### src/rtl/demux2_1_buf.sv
// Buffered 1-to-2 demultiplexer: routes valid/ready words from one producer into
// per-channel FIFOs (A/B) with registered head outputs and per-channel delivery counters.

module demux2_1_buf_fifo #(
  parameter int WIDTH = 32,
  parameter int DEPTH = 2,
  parameter int CNT_W = 16
) (
  input  logic             clk,
  input  logic             rst_n,
  input  logic             i_push,
  input  logic [WIDTH-1:0] i_data,
  input  logic             i_ready,
  input  logic             i_cnt_clr,
  output logic             o_full,
  output logic             o_valid,
  output logic [WIDTH-1:0] o_data,
  output logic [CNT_W-1:0] o_cnt
);
  localparam int AW = $clog2(DEPTH);
  localparam int CW = AW + 1;

  logic [WIDTH-1:0] r_mem [DEPTH];
  logic [AW-1:0]    r_wr_ptr;
  logic [AW-1:0]    r_rd_ptr;
  logic [CW-1:0]    r_count;
  logic [WIDTH-1:0] r_head;
  logic [CNT_W-1:0] r_cnt;

  logic             w_push;
  logic             w_pop;
  logic [AW-1:0]    w_rd_nxt;
  logic [CW-1:0]    w_count_nxt;
  logic [WIDTH-1:0] w_head_nxt;

  assign o_full   = (r_count == CW'(DEPTH));
  assign o_valid  = (r_count != {CW{1'b0}});
  assign o_data   = r_head;
  assign o_cnt    = r_cnt;
  assign w_push   = i_push & ~o_full;
  assign w_pop    = o_valid & i_ready;
  assign w_rd_nxt = r_rd_ptr + AW'(1);

  // Occupancy next state
  always_comb begin
    w_count_nxt = r_count;
    if (w_push && !w_pop) begin
      w_count_nxt = r_count + CW'(1);
    end else if (!w_push && w_pop) begin
      w_count_nxt = r_count - CW'(1);
    end else begin
      w_count_nxt = r_count;
    end
  end

  // Head register tracks the oldest entry; it holds its value when the FIFO drains
  always_comb begin
    w_head_nxt = r_head;
    if (r_count == {CW{1'b0}}) begin
      if (w_push) begin
        w_head_nxt = i_data;
      end else begin
        w_head_nxt = r_head;
      end
    end else if (w_pop) begin
      if (r_count == CW'(1)) begin
        if (w_push) begin
          w_head_nxt = i_data;
        end else begin
          w_head_nxt = r_head;
        end
      end else begin
        w_head_nxt = r_mem[w_rd_nxt];
      end
    end else begin
      w_head_nxt = r_head;
    end
  end

  // Storage, pointers, occupancy, head and delivery counter
  always_ff @(posedge clk or negedge rst_n) begin
    if (!rst_n) begin
      for (int i = 0; i < DEPTH; i++) begin
        r_mem[i] <= {WIDTH{1'b0}};
      end
      r_wr_ptr <= {AW{1'b0}};
      r_rd_ptr <= {AW{1'b0}};
      r_count  <= {CW{1'b0}};
      r_head   <= {WIDTH{1'b0}};
      r_cnt    <= {CNT_W{1'b0}};
    end else begin
      if (w_push) begin
        r_mem[r_wr_ptr] <= i_data;
        r_wr_ptr        <= r_wr_ptr + AW'(1);
      end
      if (w_pop) begin
        r_rd_ptr <= w_rd_nxt;
      end
      r_count <= w_count_nxt;
      r_head  <= w_head_nxt;
      // Clear takes priority over a same-cycle delivery
      if (i_cnt_clr) begin
        r_cnt <= {CNT_W{1'b0}};
      end else if (w_pop) begin
        r_cnt <= r_cnt + CNT_W'(1);
      end
    end
  end
endmodule

module demux2_1_buf #(
  parameter int WIDTH = 32,
  parameter int DEPTH = 2,
  parameter int CNT_W = 16
) (
  input  logic             clk,
  input  logic             rst_n,
  input  logic             in_valid,
  output logic             in_ready,
  input  logic             in_sel,
  input  logic [WIDTH-1:0] in_data,
  output logic             a_valid,
  input  logic             a_ready,
  output logic [WIDTH-1:0] a_data,
  output logic             b_valid,
  input  logic             b_ready,
  output logic [WIDTH-1:0] b_data,
  input  logic             cnt_clr,
  output logic [CNT_W-1:0] cnt_a,
  output logic [CNT_W-1:0] cnt_b
);
  logic w_full_a;
  logic w_full_b;
  logic w_push_a;
  logic w_push_b;

  // Acceptance depends only on the selected channel's occupancy, never on its pop
  assign in_ready = rst_n & (in_sel ? ~w_full_b : ~w_full_a);
  assign w_push_a = in_valid & in_ready & ~in_sel;
  assign w_push_b = in_valid & in_ready & in_sel;

  demux2_1_buf_fifo #(.WIDTH(WIDTH), .DEPTH(DEPTH), .CNT_W(CNT_W)) u_fifo_a (
    .clk       (clk),
    .rst_n     (rst_n),
    .i_push    (w_push_a),
    .i_data    (in_data),
    .i_ready   (a_ready),
    .i_cnt_clr (cnt_clr),
    .o_full    (w_full_a),
    .o_valid   (a_valid),
    .o_data    (a_data),
    .o_cnt     (cnt_a)
  );

  demux2_1_buf_fifo #(.WIDTH(WIDTH), .DEPTH(DEPTH), .CNT_W(CNT_W)) u_fifo_b (
    .clk       (clk),
    .rst_n     (rst_n),
    .i_push    (w_push_b),
    .i_data    (in_data),
    .i_ready   (b_ready),
    .i_cnt_clr (cnt_clr),
    .o_full    (w_full_b),
    .o_valid   (b_valid),
    .o_data    (b_data),
    .o_cnt     (cnt_b)
  );
endmodule

### config.mk
export PLATFORM = sky130hd
export DESIGN_NAME = demux2_1_buf
export DESIGN_NICKNAME = d
export VERILOG_FILES = /design/src/rtl/demux2_1_buf.sv
export SDC_FILE = /design/constraint.sdc
export NUM_CORES = 1
export LEC_CHECK = 0
export ABC_AREA = 1
export CAP_MARGIN = 10
export CORE_MARGIN = 2
export CORE_UTILIZATION = 60
export DETAILED_ROUTE_END_ITERATION = 10
export MAX_ROUTING_LAYER = met4
export PLACE_DENSITY = 0.85
export SLEW_MARGIN = 10
export SYNTH_ARGS = -nofsm -noshare
export SYNTH_HDL_FRONTEND = slang
export SYNTH_SLANG_ARGS = --single-unit
### constraint.sdc
create_clock -name clk -period 6.1 [get_ports clk]
set_clock_uncertainty 0.15 [all_clocks]
set_input_delay 0.915 -clock clk [delete_from_list [all_inputs] [get_ports clk]]
set_output_delay 0.915 -clock clk [all_outputs]
set_load 0.05 [all_outputs]
==> results of run 1 <==
==> where the power goes <==
part	switching [mW]	leakage, nW	internal, mW
Clock	0.621	0.404	0.909
Combinational	2.30	3.04	1.12
Sequential	0.503	2.85	2.21
Total	3.42	6.29	4.24
==> logic make-up after synthesis <==
family	count (synthesis)	synth area share [%]
fa+ha+maj	10	1.12
xor+xnor	7	0.547
simple gates	537	19.2
compound gates	386	18.1
flops	232	51.8
buf+inv	265	9.30
==> final timing paths <==
check | from | end | slack, ns | cells after the start
min in group clk | u_fifo_b.r_mem[61] | u_fifo_b.r_mem[61] | 0.34 | 2
max reg2reg | u_fifo_b.r_count[0] | u_fifo_b.r_mem[12] | 3.18 | 8
min reg2reg | u_fifo_b.r_mem[61] | u_fifo_b.r_mem[61] | 0.34 | 2
max | u_fifo_a.r_count[0] | a_valid | 2.18 | 4
max in group asynchronous | rst_n | u_fifo_a.r_rd_ptr | 4.28 | 2
min | rst_n | u_fifo_a.o_data[10] | 0.17 | 1
==> through the flow <==
stage / power (mW) / hold WS, ns / utilization [%] / instance area [µm²]
after floorplan: 5.00 / 0.309 / - / 11200
final: 7.66 / 0.169 / 74.2 / 13500
after global placement: 5.95 / 0.319 / 69.6 / 12600
after CTS: 7.66 / 0.177 / 74.1 / 13400
after global routing: 8.16 / 0.199 / 74.2 / 13500
after detailed placement: 6.08 / 0.328 / 69.6 / 12600
==> state kept, by name, summed over array words and instances, names as in the netlist <==
register and cells:
u_fifo_b.o_data 32, u_fifo_a.o_cnt 16, u_fifo_a.o_data 32, u_fifo_b.r_mem 64
u_fifo_a.r_wr_ptr 1, u_fifo_b.r_wr_ptr 1, u_fifo_b.r_rd_ptr 1, u_fifo_a.r_rd_ptr 1
u_fifo_a.r_mem 64, u_fifo_b.r_count 2, u_fifo_a.r_count 2, u_fifo_b.o_cnt 16
==> cells in the mapped netlist (all sizes together) <==
master / number / area [µm²]
o211ai: 32 / 240
nand2: 354 / 1330
xor2: 3 / 26.3
o21bai: 1 / 7.51
o211a: 1 / 10.0
inv: 181 / 679
a211oi: 2 / 15.0
dfrtp: 232 / 5810
nand4: 5 / 46.3
o21a: 1 / 7.51
ha: 10 / 125
xnor2: 4 / 35.0
buf: 40 / 198
nor2b: 1 / 6.26
nor4: 1 / 6.26
clkbuf: 44 / 165
nand3: 51 / 260
a21oi: 47 / 235
o21ai: 302 / 1510
nor2: 119 / 467
nor3: 6 / 30.0
==> critical path, cell delays in order (launching register included) <==
cell and delay, ns:
dfrtp_1 0.39, inv_1 0.08, ha_1 0.26, inv_2 0.65
clkdlybuf4s50_1 0.96
==> layout by cell type (no fill, tap or decap), types with 3 or more instances in the layout <==
| master | n |
|---|---|
| a21oi_1 | 46 |
| buf_4 | 12 |
| bufinv_16 | 3 |
| clkbuf_16 | 25 |
| clkbuf_8 | 3 |
| clkdlybuf4s50_1 | 136 |
| clkinv_2 | 8 |
| clkinvlp_4 | 4 |
| dfrtp_1 | 230 |
| ha_1 | 10 |
| inv_1 | 179 |
| nand2_1 | 353 |
| nand3_1 | 50 |
| nand4_1 | 4 |
| nor2_1 | 113 |
| nor2_2 | 3 |
| nor2_4 | 3 |
| nor3_1 | 6 |
| o211ai_1 | 32 |
| o21ai_0 | 252 |
| o21ai_1 | 50 |
| xnor2_1 | 4 |
| xor2_1 | 3 |
==> metal layers <==
layer | wire, µm | part of all wire (%) | GRT usage, %
met1 | 12700 | 44 | 42.8
met4 | 514 | 1.8 | 7.05
met5 | 0 | 0 | -
met3 | 2060 | 7.1 | 4.11
met2 | 13700 | 47 | 47.3
==> area by class of cell <==
type | instances | share of cell area, %
sequential | 232 | 43.1
inverter | 181 | 5.04
tap | 229 | 2.13
multi-input combinational | 940 | 32.5
timing repair buffer | 150 | 11.0
clock buffer | 28 | 4.95
clock inverter | 15 | 1.19
==> summary.txt, run 1 <==
STA
  – Minimum clock period: about 4 ns
  – Least-Margin Pin Slew: around 1.2 ns
  – Setup TNS: 0 ns
  – RSZ-0062 raised after global routing: false
  – Fin. Hold Viols: 0
  – Fin crit share: ~64%
  – Final WS setup: ~2.2 ns
  – Fmax: between 0.2 and 0.3 GHz
  – Slew HR: roughly 22%
  – Final-report max-slew violation count: 0
  – Final Setup Violations: 0

Placed design
  – Port Buffers: roughly 140
  – Pre-CTS setup slack: ~2.4 ns
  – DPL Wire Length: 17.6 mm
  – GPL Wtd Cong: about 0.87
  – Dpl cells: ~1,700

Global routing
  – Vias in the first global route: between 9,000 and 10,000
  – Antenna violations before repair: 0
  – Total gr overflow: 0
  – Largest net degree at the start of global routing: between 70 and 80
  – First-pass GRT wire length: approximately 48 mm
  – GRT Overall Usage: between 30% and 40%

CTS
  – Root Driver: clkbuf_16
  – CTS tree: done
  – CTS max path bufs: 3
  – Post-CTS setup buffers: 0
  – Worst skew pair latency: roughly 0.52 ns
  – Clk sinks: roughly 230
  – Cts bufs inserted: 24
  – CTS clk-pin slew, worst paths: ~0.06 ns
  – H-tree depth: 1
  – Post-CTS Hold Buffers: 0
  – Post-CTS Resized: 0

Final layout
  – # nets final: 1,578
  – Layout cells sized above 1: under 10%
  – Reg area: ~0.0058 mm²
  – Footprint of the multi-input gates: between 0.004 and 0.005 mm²
  – Area growth syn-to-layout: 20.2%
  – Fillcell total: about 1,400
  – Finished Layout Cells: about 1,800
  – ANT cells: 0

Worst hold path
  – Hold Path Class: in -> async

Worst setup path
  – Worst Path Class, Setup: reg -> out
  – CP Launch Type: flip-flop
  – Max FO, Critical Path: 36
  – Critical path arrival: between 2 and 3 ns
  – Crit path required time: approximately 5 ns
  – CP Capture Type: output port

Route
  – Pre-antenna DRT Iters: 7
  – DRC Markers: 0
  – Via density: about 5.7
  – DR WL/cell: around 16 µm
  – Routed via count: 10,100
  – Remaining antenna violation count: 0
  – Drt initial violations: around 1,000
  – Routed WL: between 20 and 30 mm

Synth
  – Seq/Total Area, Yosys: between 50% and 60%
  – Syn nets: between 1,000 and 1,500
  – Library cells used by synthesis: 30
  – Mapped Area: about 0.011 mm²
  – Mapped Avg Cell Area: about 8 µm²
  – Syn Inst Count: between 1,000 and 1,500
  – Synth warn: 0
  – FF+latch count, synth: around 230

Job
  – Max cap viols: 0

Die
  – I/O Pins: 138
  – Area of the die: roughly 0.020 mm²
  – Die width: between 100 and 150 µm
  – Die Height: roughly 140 µm
  – Row count: 49
  – Initial core utilization: 61.8%
  – Core Region: between 0.015 and 0.02 mm²

Power and ir drop
  – PwrDens: between 500 and 600 mW/mm²
  – Leak pwr: between 6 and 7 nW
  – Worst-case vdd ir drop: ~360 µV

Status
  – Run status: completed
Power figures use the tool's default switching activity.
==> run 2: changes to the inputs <==
--- a/config.mk
+++ b/config.mk
@@ -8,10 +8,10 @@
 export ABC_AREA = 1
 export CAP_MARGIN = 10
 export CORE_MARGIN = 2
-export CORE_UTILIZATION = 60
+export CORE_UTILIZATION = 56
 export DETAILED_ROUTE_END_ITERATION = 10
 export MAX_ROUTING_LAYER = met4
-export PLACE_DENSITY = 0.85
+export PLACE_DENSITY = 0.8
 export SLEW_MARGIN = 10
 export SYNTH_ARGS = -nofsm -noshare
 export SYNTH_HDL_FRONTEND = slang
==> constraint.sdc (replaced) <==
create_clock -name clk -period 3.9 [get_ports clk]
set_clock_uncertainty 0.15 [all_clocks]
set_input_delay 0.585 -clock clk [delete_from_list [all_inputs] [get_ports clk]]
set_output_delay 0.585 -clock clk [all_outputs]
set_load 0.05 [all_outputs]
==> run 2 against run 1 <==
  * Setup slack got worse by 1.6 ns
  * Clock power increased by 66%
  * Core utilization decreased by 4.5 points
  * Combinational power increased by 57%
  * Non-clock buffer count increased by 4
  * Critical path depth unchanged
  * Sequential share of layout area decreased by 0.44 points
  * Register-to-register slack got worse by 1.9 ns
  * Power increased by 58%
  * Clock-buffer cell count increased by 4
  * Critical path type unchanged
==> summary.txt, run 2 (synthesized netlist as in run 1, its figures left out) <==
Die
  – Core Region: 0.0195 mm² (+7.6%)
  – I/O Pins: 138 (unchanged)
  – Area of the die: 0.0212 mm² (+6.9%)
  – Row count: 51 (+4.1%)
  – Initial core utilization: 57.4% (-4.4 points)
  – Die width: 145 µm (+3.4%)
  – Die Height: 145 µm (+3.4%)

Placed design
  – DPL Wire Length: 17.9 mm (+1.7%)
  – Port Buffers: 137 (unchanged)
  – GPL Wtd Cong: 0.875 (+0.78%)
  – Dpl cells: 1,771 (+2.3%)

Worst setup path
  – R2r endpoint: u_fifo_a.r_mem[12]
  – CP Launch Type: flip-flop
  – CP peak stage delay: 0.91 ns (-0.05 ns)
  – Worst R2R Start: u_fifo_a.r_count[0]
  – Cell family with most CP delay: buffers and inverters
  – Slowest CP cell: clkdlybuf4s50_1
  – Worst Path Class, Setup: reg -> out
  – Critical path arrival: 2.57 ns (-0.29 ns)
  – CP Capture Type: output port
  – Cell Chain, Critical Path: inv_1 > ha_1 > inv_2 > clkdlybuf4s50_1
  – CP bufs+invs: 3 (unchanged)
  – Reg2reg path depth: 8 (unchanged)
  – Crit path required time: 3.16 ns (-1.87 ns)
  – Max FO, Critical Path: 22 (-39%)
  – R2R setup slack: 1.27 ns (-1.91 ns)

STA
  – Slew HR: 21.1% (-1.0 points)
  – Fin. Hold Viols: 0 (unchanged)
  – Fmax: around 0.3 GHz
  – Final-report max-slew violation count: 0 (unchanged)
  – Fin crit share: between 80% and 90%
  – Minimum clock period: approximately 3.3 ns
  – Setup TNS: 0 ns (unchanged)
  – Least-Margin Pin Slew: 1.18 ns (+0.0157 ns)
  – Final Setup Violations: 0 (unchanged)
  – RSZ-0062 raised after global routing: false

CTS
  – Cts bufs inserted: 25 (+4.2%)
  – Post-CTS Hold Buffers: 1 (+1)
  – CTS clk-pin slew, worst paths: 0.06 ns (about the same)
  – Worst skew pair latency: 0.52 ns (about the same)
  – Root Driver: clkbuf_16
  – Post-CTS setup buffers: 0 (unchanged)
  – Post-CTS Resized: 0 (unchanged)
  – Clk sinks: 232 (unchanged)
  – H-tree depth: 1 (unchanged)
  – CTS tree: done
  – CTS max path bufs: 3 (unchanged)

Route
  – Pre-antenna DRT Iters: 5 (-2)
  – DRC Markers: 0 (unchanged)
  – Routed via count: 9,918 (-1.7%)
  – Via density: 5.47 (-3.8%)
  – Remaining antenna violation count: 0 (unchanged)
  – Routed WL: 29.1 mm (+0.71%)
  – DR WL/cell: 16.1 µm (-1.5%)
  – Drt initial violations: 854 (-18%)

Worst hold path
  – Hold Path Class: reg -> reg
  – Worst Hold Depth: 2
  – Min-delay src: u_fifo_b.r_mem[36]
  – Hold Path End: u_fifo_b.r_mem[36]

Final layout
  – ANT cells: 0 (unchanged)
  – Area growth syn-to-layout: 21.4%
  – Most common cell after layout, fill and taps aside: nand2_1
  – Finished Layout Cells: 1,814 (+2.2%)
  – Layout cells sized above 1: 4.52% (-0.073 points)
  – # nets final: 1,583 (+0.32%)
  – Reg area: 0.00581 mm² (unchanged)
  – Top Registers: u_fifo_a.r_mem (64), u_fifo_b.r_mem (64)
  – Footprint of the multi-input gates: 0.00439 mm² (+0.29%)
  – Most frequent cells in the layout: nand2_1, o21ai_0, dfrtp_1, inv_1, clkdlybuf4s50_1
  – Fillcell total: 1,562 (+15%)

Job
  – Max cap viols: 0 (unchanged)

Power and ir drop
  – PwrDens: 891 mW/mm² (+57%)
  – Leak pwr: 6.33 nW (+0.66%)
  – Worst-case vdd ir drop: 605 µV (+69%)

Status
  – Run status: completed

Global routing
  – First-pass GRT wire length: 47.9 mm (+0.35%)
  – Antenna violations before repair: 0 (unchanged)
  – Total gr overflow: 0 (unchanged)
  – Vias in the first global route: 9,434 (-0.042%)
  – Largest net degree at the start of global routing: 81 (+9.5%)
  – GRT Overall Usage: 28.2% (-2.1 points)
[run 2: through the flow]
stage | setup WS, ns | area (µm²) | hold WS (ns) | utilization [%] | total power [mW]
detailed placement | 0.892 | 12700 | 0.328 | 65.2 | 9.54
CTS | 0.568 | 13600 | 0.344 | 69.7 | 12.1
global placement | 0.954 | 12700 | 0.319 | 65.2 | 9.37
global route | 0.507 | 13600 | 0.362 | 69.7 | 12.9
finish | 0.590 | 13600 | 0.342 | 69.7 | 12.1
floorplan | 1.75 | 11200 | 0.139 | - | 7.81
[run 2: tightest hold or removal path, cell delays in order (launching register included)]
cell,delay (ns)
dfrtp_1,0.34
nand2_1,0.05
o21ai_1,0.06
[run 2: worst max-delay path by stage]
stage                             start             endpoint  slack [ns]  cells past startpoint
global route                      rst_n             in_ready        0.51                      4
finish              u_fifo_a.r_count[0]              a_valid        0.59                      4
global placement                 in_sel  u_fifo_a.r_count[1]        0.95                      8
CTS                               rst_n             in_ready        0.57                      4
detailed placement               in_sel  u_fifo_a.r_count[1]        0.89                      8
floorplan           u_fifo_b.r_count[0]    u_fifo_b.o_cnt[8]        1.75                     11
[run 2: power breakdown]
part	internal (mW)	switching (mW)	leakage (nW)
logic	1.77	3.60	3.05
registers	3.46	0.768	2.85
clock network	1.58	0.960	0.427
total	6.80	5.33	6.33
[run 2: cell type report]
| type | instances | area share (%) |
|---|---|---|
| clock buffer | 32 | 5.08 |
| multi-input combinational | 940 | 32.3 |
| clock inverter | 10 | 1.36 |
| timing repair buffer | 154 | 11.2 |
| sequential | 232 | 42.7 |
| inverter | 181 | 4.99 |
| tap | 265 | 2.44 |
[run 2: routing by layer]
layer | GRT usage [%] | routed length, µm | part of all wire [%]
met5 | - | 0 | 0
met2 | 44.7 | 13600 | 47
met1 | 38.9 | 12800 | 44
met3 | 3.73 | 2000 | 6.9
met4 | 7.55 | 654 | 2.2
==> run 3: changes to the inputs <==
--- a/config.mk
+++ b/config.mk
@@ -8,10 +8,10 @@
 export ABC_AREA = 1
 export CAP_MARGIN = 10
 export CORE_MARGIN = 2
-export CORE_UTILIZATION = 56
+export CORE_UTILIZATION = 51
 export DETAILED_ROUTE_END_ITERATION = 10
 export MAX_ROUTING_LAYER = met4
-export PLACE_DENSITY = 0.8
+export PLACE_DENSITY = 0.77
 export SLEW_MARGIN = 10
 export SYNTH_ARGS = -nofsm -noshare
 export SYNTH_HDL_FRONTEND = slang
==> constraint.sdc (replaced) <==
create_clock -name clk -period 2.9 [get_ports clk]
set_clock_uncertainty 0.15 [all_clocks]
set_input_delay 0.435 -clock clk [delete_from_list [all_inputs] [get_ports clk]]
set_output_delay 0.435 -clock clk [all_outputs]
set_load 0.05 [all_outputs]
==> run 3 against run 2 <==
  * The run now ends with hold timing left
  * Register-to-register slack worse by 0.68 ns
  * Power up 36%
  * Global-route usage down 1.4 points
  * Flip-flop and latch count unchanged
  * Non-clock buffer count up 11
  * Clock power up 30%
  * Die area up 9.5%
  * Cell count up 1.5%
==> summary.txt, run 3 (synthesized netlist as in run 1, its figures left out) <==
Global routing
  – Vias in the first global route: 9,711 (+2.9%)
  – GRT Overall Usage: 26.8% (-1.4 points)
  – First-pass GRT wire length: 50.0 mm (+4.3%)
  – Total gr overflow: 0 (unchanged)
  – Largest net degree at the start of global routing: 167 (+110%)
  – Antenna violations before repair: 0 (unchanged)

Final layout
  – ANT cells: 0 (unchanged)
  – Area growth syn-to-layout: 22.7%
  – Design area: 0.0137 mm² (+1.0%)
  – Top Registers: u_fifo_a.r_mem (64), u_fifo_b.r_mem (64)
  – Most common cell after layout, fill and taps aside: nand2_1
  – Most frequent cells in the layout: nand2_1, o21ai_0, dfrtp_1, inv_1, clkdlybuf4s50_1
  – Layout cells sized above 1: 5.31% (+0.79 points)
  – # nets final: 1,594 (+0.69%)

Route
  – Via density: 5.43 (-0.73%)
  – Pre-antenna DRT Iters: 5 (unchanged)
  – DR WL/cell: 16.4 µm (+2.3%)
  – DRC Markers: 0 (unchanged)
  – Routed WL: 30.2 mm (+3.8%)
  – Remaining antenna violation count: 0 (unchanged)
  – Drt initial violations: 860 (+0.70%)
  – Routed via count: 9,998 (+0.81%)

Worst setup path
  – Worst Path Class, Setup: reg -> out
  – Critical path arrival: 2.16 ns (-0.41 ns)
  – Max FO, Critical Path: 3 (-86%)
  – CP Capture Type: output port
  – CP Launch Type: flip-flop
  – Crit path required time: 2.32 ns (-0.84 ns)

Die
  – I/O Pins: 138 (unchanged)
  – Initial core utilization: 51.7% (-5.7 points)
  – Die width: 152 µm (+4.7%)
  – Core Region: 0.0217 mm² (+11%)
  – Die Height: 152 µm (+4.7%)
  – Row count: 54 (+5.9%)
  – Area of the die: 0.0232 mm² (+9.5%)

CTS
  – Worst skew pair latency: 0.52 ns (about the same)
  – Post-CTS Hold Buffers: 0 (-1)
  – Cts bufs inserted: 25 (unchanged)
  – Post-CTS Resized: 0 (unchanged)
  – Root Driver: clkbuf_16
  – CTS tree: done
  – CTS max path bufs: 3 (unchanged)
  – Post-CTS setup buffers: 0 (unchanged)
  – Clk sinks: 232 (unchanged)
  – CTS clk-pin slew, worst paths: 0.06 ns (about the same)
  – H-tree depth: 1 (unchanged)

Status
  – Violated checks: hold timing
  – Run status: finished, violations left

Placed design
  – Port Buffers: 137 (unchanged)
  – Area after DPL: 0.0129 mm² (+1.4%)
  – DPL Wire Length: 19.0 mm (+6.1%)
  – GPL Wtd Cong: 0.858 (-1.9%)

STA
  – Fin. Hold Viols: 53 (+53)
  – Slew HR: 23.2% (+2.1 points)
  – Final-report max-slew violation count: 0 (unchanged)
  – Fin crit share: ~95%
  – Post-Route Hold Slack: -0.103 ns (-0.446 ns)
  – Least-Margin Pin Slew: 1.15 ns (-0.0301 ns)
  – Final Setup Violations: 0 (unchanged)
  – RSZ-0062 raised after global routing: false
  – Setup TNS: 0 ns (unchanged)
  – Fmax: 0.365 GHz
  – Minimum clock period: ~2.7 ns

Power and ir drop
  – PwrDens: 1200 mW/mm² (+34%)
  – Leak pwr: 6.40 nW (+1.2%)
  – Worst-case vdd ir drop: 627 µV (+3.6%)

Job
  – Max cap viols: 0 (unchanged)

Worst hold path
  – Hold Path Class: in -> async
-- run 3: final timing paths --
kind	from	endpoint	slack, ns	cells past startpoint
worst max register to register	u_fifo_b.r_count[0]	u_fifo_b.r_mem[63]	0.59	8
worst min-delay path	rst_n	u_fifo_a.o_data[25]	-0.10	2
worst max-delay path	u_fifo_b.r_count[0]	b_valid	0.16	4
worst min register to register	u_fifo_b.o_data[23]	u_fifo_b.o_data[23]	0.34	2
min in group clk	rst_n	u_fifo_a.r_wr_ptr	0.31	3
max in group asynchronous	rst_n	u_fifo_b.r_mem[50]	1.89	2
-- run 3: per-layer routing --
layer | global-route usage [%] | up-vias | share of wire [%]
met4 | 7.61 | 0 | 2.0
met1 | 36.6 | 4756 | 44
met2 | 42.3 | 384 | 47
met5 | - | - | 0
li1 | - | 4811 | -
met3 | 3.81 | 47 | 6.9
-- run 3: worst max-delay path, cell delays in order (launching register included) --
cell and delay [ns]:
dfrtp_1 0.39, inv_1 0.08, ha_1 0.26, inv_1 0.10, clkdlybuf4s50_1 0.81
-- run 3: layout make-up --
class                           instances  area [µm²]
Fill cell                            1818        7940
Sequential cell                       232        5810
Multi-Input combinational cell        940        4390
Timing Repair Buffer                  165        1670
Clock buffer                           35         703
Inverter                              181         679
Tap cell                              280         350
Clock inverter                          9         145
-- run 3: per-stage QoR --
stage          utilization (%)  setup WS [ns]  total power [mW]  std cells
2_1_floorplan                -          0.752              10.5       1437
3_3_place_gp              59.5          0.467              12.8       1798
3_5_place_dp              59.5          0.360              13.1       1798
4_1_cts                   63.4          0.167              16.5       1842
5_1_grt                   63.4         0.0867              17.5       1842
6_report                  63.4          0.157              16.4       1842
-- run 3: where the power goes --
part / switching [mW] / leakage, nW / total [mW] / internal, mW
clock network: 1.27 / 0.420 / 3.30 / 2.04
registers: 0.940 / 2.85 / 5.60 / 4.66
logic: 5.02 / 3.14 / 7.54 / 2.52
total: 7.23 / 6.40 / 16.4 / 9.21
==> edit (flow settings as in run 2) <==
`DEPTH` is set to 2 in 2 places; all go to 4.
--- a/src/rtl/demux2_1_buf.sv
+++ b/src/rtl/demux2_1_buf.sv
@@ -4,5 +4,5 @@
 module demux2_1_buf_fifo #(
   parameter int WIDTH = 32,
-  parameter int DEPTH = 2,
+  parameter int DEPTH = 4,
   parameter int CNT_W = 16
 ) (
@@ -111,5 +111,5 @@
 module demux2_1_buf #(
   parameter int WIDTH = 32,
-  parameter int DEPTH = 2,
+  parameter int DEPTH = 4,
   parameter int CNT_W = 16
 ) (
Function: changed (Yosys sat finds a counterexample within 4 cycles, from zero or initial values and one cycle with rst_n low).
==> edit against run 2 <==
Sequential cell count grew 134. Power is 56% higher. Wire length grew 72%. Setup slack better by 230 ps. Cell area is 54% higher. First-iteration DRC count grew 69%. Sequential power is 53% higher. Largest power group unchanged. Highest routed layer unchanged. Synthesized area rose by 62%.
==> edit: results <==
[outcome]
status = finished clean

[routing]
wl_met2_mm = 24.0
routed_wl_mm = 50.1
dr_wl_met3_mm = 4.07
drt-initial-drc-count = 1444
met1Wirelength_mm = 20.1
dr.pass1.iters = 9
vias = 16480

[cells_and_area]
drive_gt1_share_pct = 5.21
n_fill_cell = 2668
reg_top3 = u_fifo_a.r_mem x128, u_fifo_b.r_mem x128

[clock_tree]
cts_made_buffers = 38
post_cts_buffers = 0
cts_htree_levels = 2

[synth]
synth_cell_types = 33
yosysSeqAreaShare_pct = 50.5
synth.area.top_cells = dfrtp_1, nand2_1, o21ai_0
netlist_top_cells_count = nand2_1, dfrtp_1, o21ai_0, inv_1, a21oi_1
syn_nets = 2460

[critical_path]
worstReg2RegEnd = u_fifo_b.r_mem[115]$_DFFE_PN0P_
reg2regPathDepth = 10
critPathArrivalTime_ps = 2340
r2r_slack_ps = 870
worst-path-max-fanout = 5

[sta]
hold_ws_ps = 68.4
max_slew.worst_pin.slew_ps = 1160

[placement]
globalplace.congestion = 0.880
hpwlAfterDp_mm = 31.4
place_area_mm2 = 0.0197

[global_routing]
grt_max_degree = 163
grt_usage_pct = 31.3
grt_pass1_wl_mm = 82.5
antenna_found_initial = 1

[pwr]
vdd_ir_drop_max_mv = 0.497
leakage_uw = 0.0102

[worst_hold_path]
hold_path_class = primary input to asynchronous set/reset pin
==> edit: metal layers <==
metal,GRT usage [%],vias to the layer above
met4,13.1,0
met5,-,-
met2,50.6,762
met1,39.9,7862
li1,-,7714
met3,4.16,142
==> edit: worst min-delay path by stage <==
stage | endpoint
finish | u_fifo_a.o_cnt[1]$_DFFE_PN0P_
global route | u_fifo_a.o_cnt[11]$_DFFE_PN0P_
CTS | u_fifo_a.o_cnt[11]$_DFFE_PN0P_
detailed placement | u_fifo_a.r_mem[102]$_DFFE_PN0P_
global placement | u_fifo_a.r_mem[109]$_DFFE_PN0P_
floorplan | u_fifo_a.o_cnt[0]$_DFFE_PN0P_
==> edit: area by class of cell <==
type | instances | area [um^2] | share of cell area, %
sequential | 366 | 9160 | 43.6
multi-input combinational | 1669 | 7520 | 35.8
timing repair buffer | 179 | 1740 | 8.29
clock buffer | 57 | 1110 | 5.31
inverter | 195 | 732 | 3.49
tap | 402 | 503 | 2.40
clock inverter | 12 | 214 | 1.02
antenna | 2 | 5.00 | 0.0238
==> edit: per-stage QoR <==
step                      worst slack [ps]  power, uW  utilization [%]  instances
after floorplan                       1660      12300                -       2401
after global placement                 725      14600             62.0       2811
after detailed placement               634      14900             62.0       2811
after CTS                              789      18900             66.2       2880
after global routing                   762      20200             66.2       2881
final                                  825      18900             66.2       2882
==> edit: cells by family (layout without fill, tap and decap cells) <==
group                    after synthesis  count (layout)  synth area share, %
buffers and inverters                366             443                 8.06
AO/OA/AOI/OAI                        489             489                 13.6
XOR/XNOR                              11              11                0.532
adder cells (fa/ha/maj)               20              20                 1.38
AND/OR/NAND/NOR                     1149            1149                 25.9
other                                  0               2                    0
flip-flops                           366             366                 50.5
==> edit: report_power, final <==
part	switching [uW]	leakage [uW]	internal [uW]
registers	949	0.00455	5540
clock network	1510	0.000653	2370
logic	5880	0.00501	2650
==> edit: worst max-delay path, cell delays in order, from the launching register on <==
cell and delay, ps:
dfrtp_1 420, inv_1 90, ha_1 290, nand2_2 170, clkdlybuf4s50_1 860
